### src/rtl/output_sram_drain.sv
// output_sram_drain: streams output SRAM words 0..last_addr out on a valid/ready port via a prefetch FIFO
module output_sram_drain #(
    parameter int ADDR_WIDTH = 12,
    parameter int DATA_WIDTH = 16,
    parameter int FIFO_DEPTH = 4
) (
    input  logic                  clk,
    input  logic                  reset,
    input  logic                  start,
    input  logic [ADDR_WIDTH-1:0] last_addr,
    output logic [ADDR_WIDTH-1:0] drain_sram_read_address,
    input  logic [DATA_WIDTH-1:0] sram_drain_read_data,
    output logic                  m_valid,
    output logic [DATA_WIDTH-1:0] m_data,
    output logic                  m_last,
    input  logic                  m_ready,
    output logic                  busy,
    output logic                  done
);
    localparam int IW = (FIFO_DEPTH > 1) ? $clog2(FIFO_DEPTH) : 1;
    localparam int CW = $clog2(FIFO_DEPTH + 1);

    typedef enum logic [1:0] {IDLE, READ, DRAIN, FIN} state_t;

    state_t                  state, state_next;
    logic [ADDR_WIDTH-1:0]   last_q;
    logic [ADDR_WIDTH-1:0]   addr_q;
    logic [ADDR_WIDTH:0]     rd_ptr;
    logic [ADDR_WIDTH:0]     out_cnt;
    logic                    inflight;
    logic [DATA_WIDTH-1:0]   fifo_mem [FIFO_DEPTH];
    logic [IW-1:0]           head, tail;
    logic [CW-1:0]           count;
    logic                    issue, push, pop;

    assign push                    = inflight;
    assign pop                     = m_valid & m_ready;
    assign m_valid                 = (count != '0);
    assign m_data                  = m_valid ? fifo_mem[head] : '0;
    assign m_last                  = m_valid & (out_cnt == {1'b0, last_q});
    assign drain_sram_read_address = issue ? rd_ptr[ADDR_WIDTH-1:0] : addr_q;

    // State register
    always_ff @(posedge clk) begin
        if (reset) state <= IDLE;
        else       state <= state_next;
    end

    // Next-state: leave READ on the last issue, finish on the final handshake
    always_comb begin
        state_next = state;
        case (state)
            IDLE:    state_next = start ? READ : IDLE;
            READ:    state_next = (issue && rd_ptr == {1'b0, last_q}) ? DRAIN : READ;
            DRAIN:   state_next = ((pop && m_last) ||
                                   (count == '0 && !inflight && out_cnt > {1'b0, last_q})) ? FIN : DRAIN;
            default: state_next = IDLE;
        endcase
    end

    // Outputs: issue only while the FIFO plus the read in flight leaves a free slot
    always_comb begin
        issue = (state == READ) &&
                (({1'b0, count} + (CW+1)'(inflight)) < (CW+1)'(FIFO_DEPTH));
        busy  = (state == READ) || (state == DRAIN);
        done  = (state == FIN);
    end

    // Read pointer, output counter, in-flight tracking and FIFO occupancy
    always_ff @(posedge clk) begin
        if (reset) begin
            last_q   <= '0;
            addr_q   <= '0;
            rd_ptr   <= '0;
            out_cnt  <= '0;
            inflight <= 1'b0;
            head     <= '0;
            tail     <= '0;
            count    <= '0;
        end else begin
            if (state == IDLE && start) begin
                last_q  <= last_addr;
                rd_ptr  <= '0;
                out_cnt <= '0;
            end
            if (issue) begin
                addr_q <= rd_ptr[ADDR_WIDTH-1:0];
                rd_ptr <= rd_ptr + 1'b1;
            end
            inflight <= issue;
            if (push) tail <= (tail == IW'(FIFO_DEPTH - 1)) ? '0 : tail + 1'b1;
            if (pop) begin
                head    <= (head == IW'(FIFO_DEPTH - 1)) ? '0 : head + 1'b1;
                out_cnt <= out_cnt + 1'b1;
            end
            count <= count + CW'(push) - CW'(pop);
        end
    end

    // FIFO storage: capture the SRAM word one cycle after its address was issued
    always_ff @(posedge clk) begin
        if (push) fifo_mem[tail] <= sram_drain_read_data;
    end
endmodule

### config.mk
export PLATFORM = sky130hd
export DESIGN_NAME = output_sram_drain
export DESIGN_NICKNAME = d
export VERILOG_FILES = /design/src/rtl/output_sram_drain.sv
export SDC_FILE = /design/constraint.sdc
export NUM_CORES = 1
export LEC_CHECK = 0
export BUFFER_PORTS_ARGS = -buffer_cell sky130_fd_sc_hd__buf_2
export CAP_MARGIN = 20
export CORE_MARGIN = 10
export CORE_UTILIZATION = 25
export CTS_CLUSTER_SIZE = 8
export DETAILED_ROUTE_END_ITERATION = 6
export PLACE_DENSITY = 0.47
export SYNTH_ARGS = -nofsm -noshare
export SYNTH_HDL_FRONTEND = slang
export SYNTH_SLANG_ARGS = --single-unit
### constraint.sdc
create_clock -name clk -period 5.1 [get_ports clk]
set_clock_uncertainty 0.15 [all_clocks]
set_input_delay 0.765 -clock clk [delete_from_list [all_inputs] [get_ports clk]]
set_output_delay 0.765 -clock clk [all_outputs]
set_load 0.01 [all_outputs]
# Yosys cells after proc, flatten, opt, wreduce, memory -nomap -nowiden
# Memories as Yosys holds them, arrays and structs flattened. A register that Yosys moved wholly into a read port is not among the register bits.
# Cells that the tools add are included.
# word_totals
regBits,60
ram_bits,64
inputBits,32
out_inout_bits,32
elab_cells,57
n_memories,1
# op_classes
add_sub_neg,7
n_lt_le_gt_ge,2
eq_ne,7
mux,15
bitwise,2
reduce_logical,14
# memory_table
memory,words,word_bits,read_ports,rd_ports_with_merged_regs,wr,line_no,source
fifo_mem,4,16,1,1,1,31,logic [DATA_WIDTH-1:0] fifo_mem [FIFO_DEPTH];
# ops
cell,count
13-bit two-way mux,3
13-bit by 1-bit adder with 13-bit output (second input constant),2
13-bit by 12-bit == test with 1-bit output,2
16-bit two-way mux,1
13-bit by 12-bit greater-than comparator with 1-bit output,1
12-bit two-way mux,1
2-bit two-way mux,5
2-bit == test (second input constant),4
1-bit logical AND,6
2-bit one-hot mux with 3 select lines,1
2-bit by 1-bit adder with 2-bit output (second input constant),2
3-bit by 1-bit adder with 4-bit output,1
4-bit by 3-bit < comparator with 1-bit output (second input constant),1
1-bit two-way mux,4
2-bit nonzero test,2
3-bit by 1-bit adder with 3-bit output,1
3-bit zero test,1
3-bit nonzero test,1
3-bit by 1-bit subtractor with 3-bit output,1
1-bit bitwise AND,2
2-bit by 1-bit == test with 1-bit output (second input constant),1
2-bit zero test,1
1-bit logical OR,2
1-bit zero test,1

# Longest topological paths before layout
# depth
depth_word,6
ltp_mapped,13
ltp_nobuf,12

# Least setup slack after synthesis
# No wires, ideal clock.
# synth_path
kind,reg2reg
startpoint,register count[1]
endpoint,register count[2]
setup_ns,0.128
arrival_ns,2.325
required_ns,4.822
setup_slack_ns,2.497
path_stages_with_launch,14
n_path_buf,1
synth_period_minus_slack_ns,2.603
cell_sequence,dfxtp_1 -> or2_1 -> nor2_1 -> inv_1 -> nand2_1 -> inv_1 -> buf_2 -> ha_1 -> inv_1 -> ha_1 -> inv_1 -> fa_1 -> xnor2_1 -> nor2_1
# synth_via
elab_chain_cells,3
elab_cells_between_ends,4
cone_classes,add/sub (2); bitwise (1); reduce/logical (1)
# synth_lines
element,line_no,source
"start, declared",33,logic [CW-1:0] count;
"start signal, assigned",96,count <= count + CW'(push) - CW'(pop);
3-bit nonzero test,38,assign m_valid = (count != '0);
1-bit bitwise AND,37,assign pop = m_valid & m_ready;
named net pop,34,"logic issue, push, pop;"
3-bit by 1-bit subtractor with 3-bit output,96,
# The timed path passes the listed nets, and every way through them passes these cells.
# A chain may end at the register's enable or synchronous reset.

# Final worst setup path
# layout_path
startpoint,register count[1]
endpoint,register count[2]
# layout_via
elab_chain_cells,3
elab_cells_between_ends,4
cone_classes,add/sub (2); bitwise (1); reduce/logical (1)
# layout_lines
element,line_no
"parallel branches: the longest is 2 deep, another holds 3-bit by 1-bit adder with 3-bit output",n/a
3-bit by 1-bit subtractor with 3-bit output (*),96
# Mark *: on every way between the ends.

==> results_dict.tcl <==
set metrics [dict create \
    antenna_found_initial 1 \
    synth_fp_nets 569 \
    clk_latency_ns 0.42 \
    ys_ff_latch 126 \
    yosys.area.top_type "edfxtp_1" \
    ys.flop_type "edfxtp_1" \
    postPlaceCellArea_um2 6228 \
    grt_pass1_wl_um 21240 \
    cts-resized-gates 0 \
    syn_inst 510 \
    cts_root_buf "clkbuf_16" \
    viasPerCell 4.506 \
    grt_overflow_total 0 \
    slew_headroom_pct 37.63 \
    syn-cell-area_um2 5638 \
    clk_pin_slew_ns 0.07 \
    ys_async_sr_fraction_pct 0 \
    hold_viol_final 0 \
    numClockSinks 126 \
    p_per_area_nw_per_um2 440.7 \
    portBuffers 63 \
    hpwl_um 9064 \
    worst_pin_slew_ns 0.9343 \
    chipWidth_um 170.2 \
    start_kind "flip-flop" \
    cts_hold_buf 0 \
    status "complete, no violations" \
    yosysTopAreaCellShare_pct 34.09 \
    yosysSeqAreaShare_pct 56.10 \
    grt_pass1_vias 4001 \
    layout-drive-gt1-share_pct 20.34 \
    first_pass_iters 4 \
    min_path_type "flip-flop to flip-flop" \
    core_um2 22030 \
    synth.distinct_cells 44 \
    crit_required_ns 5.23 \
    criticalPathCategory "flip-flop to flip-flop" \
    drv_slew 0 \
    ant_nets 0 \
    setup_tns_ns 0 \
    synth.area.top_cells "edfxtp_1 34%, dfxtp_1 22%, mux4_2 6.4%" \
    tritoncts "done" \
    arrival_ns 3.65 \
    post-route-period-util_pct 69.19 \
    start_util_pct 25.60 \
    fin_nets 631 \
    holdWs_ns 0.3459 \
    fp.dieH_um 170.2 \
    syn2layout_area_growth_pct 20.99 \
    regArea_um2 3163 \
    end_kind "flip-flop" \
    leakagePower_nw 2.624 \
    rows 54 \
    vias 3902 \
    avgSynthCellArea_um2 11.05 \
    drc_errors 0 \
    io_pins 64 \
    clk_path_buf_depth 2 \
    multi_input_area_um2 2295 \
    drt-initial-drc-count 216 \
    clock.fmax_mhz 283.4 \
    gp_congestion 0.7661 \
    die_area_um2 28960 \
    numCtsBuffers 17 \
    min_path_cells 2 \
    rsz0062_at_grt "false" \
    grt_max_degree 62 \
    fin_area_um2 6822 \
    synth-warning-count 0 \
    period_minus_slack_ns 3.529 \
    critPathMaxFanout 18 \
    fillers 2258 \
    wl_um 13240 \
    wire_per_inst_um 15.28 \
    power_mw 3.006 \
    reg2reg_depth 12 \
    grt_use_total_pct 9.412 \
    cts_setup_buffers 0 \
    synth_enable_flop_cells 64 \
    setup_viol 0 \
    ir_drop_mv 0.2403 \
    maxCapViolCount 0 \
    htree_levels 4 \
]
-- per-layer routing --
| metal | share of wire [%] | up-vias | global-route usage (%) |
|---|---|---|---|
| met5 | 0 | - | 0 |
| met2 | 47 | 79 | 14.92 |
| met1 | 46 | 1874 | 11.34 |
| li1 | - | 1938 | - |
| met3 | 5.9 | 11 | 3.633 |
| met4 | 1.3 | 0 | 3.547 |
-- path summary, 6_finish.rpt --
path                        start                   to  slack, ns
min reg2reg  head[1]$_SDFFE_PP0P_            flip-flop       0.35
min          head[1]$_SDFFE_PP0P_            flip-flop       0.35
max           count[1]$_SDFF_PP0_  count[2]$_SDFF_PP0_       1.57
max reg2reg   count[1]$_SDFF_PP0_  count[2]$_SDFF_PP0_       1.57
-- through the flow --
step	utilization, %	worst slack (ns)	std cells
detailed placement	28.28	1.513	833
floorplan	-	2.497	510
global route	30.96	1.219	865
CTS	30.96	1.499	865
finish	30.97	1.571	866
global placement	28.28	1.734	833
-- layout make-up --
type	instances	area share, %
clock inverters	15	2.421
multi-input cells	339	33.64
inverters	22	1.211
diodes	1	0.03668
clock buffers	17	6.236
well taps	280	5.136
repair buffers	66	4.952
flip-flops and latches	126	46.37
-- cell families after synthesis --
group / Yosys count / share of synthesized area (%)
buf+inv: 45 / 3.196
mux: 18 / 6.769
fa+ha+maj: 27 / 6.125
simple gates: 202 / 17.55
flops: 126 / 56.10
xor+xnor: 13 / 2.020
compound gates: 79 / 8.234
-- critical path: stages (launching register included) --
cell	delay [ns]
dfxtp_1	0.40
or2_1	0.16
nor2_1	0.07
inv_1	0.44
nand2_1	0.48
inv_1	0.52
ha_1	0.33
inv_1	0.06
ha_1	0.13
inv_1	0.05
fa_1	0.38
xnor2_1	0.16
nor2_1	0.06
-- Yosys cell counts (all sizes together), types with 4 or more instances --
| library cell | instances |
|---|---|
| a21oi | 42 |
| a311oi | 5 |
| and2 | 23 |
| and3 | 14 |
| buf | 8 |
| clkbuf | 15 |
| dfxtp | 62 |
| edfxtp | 64 |
| ha | 26 |
| inv | 22 |
| mux4 | 16 |
| nand2 | 80 |
| nand3 | 9 |
| nand3b | 6 |
| nand4 | 7 |
| nor2 | 33 |
| nor2b | 14 |
| nor3 | 6 |
| o21ai | 16 |
| or3 | 4 |
| xnor2 | 12 |
-- state kept, by name (all words and copies together), names as in the netlist, 2 cells and up, named ones only --
register / flops
head: 2
fifo_mem: 64
addr_q: 12
state: 2
count: 3
rd_ptr: 13
last_q: 12
out_cnt: 13
tail: 2
-- where the power goes --
part	total, mW	internal, mW	switching, mW
logic	0.617	0.261	0.356
clock network	1.18	0.656	0.528
registers	1.20	1.13	0.0770
total	3.01	2.05	0.961
-- placed cells by master, fill, tap and decap left out, types with 6 or more instances in the layout --
| cell | n |
|---|---|
| inv_1 | 22 |
| and3_1 | 14 |
| and2_1 | 22 |
| nand3_1 | 9 |
| nand3b_1 | 6 |
| xnor2_1 | 12 |
| edfxtp_1 | 64 |
| nor2b_1 | 14 |
| buf_2 | 63 |
| nand2_1 | 80 |
| dfxtp_1 | 62 |
| ha_1 | 26 |
| nand4_1 | 6 |
| a21oi_1 | 42 |
| nor3_1 | 6 |
| nor2_1 | 33 |
| clkbuf_16 | 17 |
| mux4_2 | 16 |
| o21ai_0 | 14 |
Power figures use the tool's default switching activity.
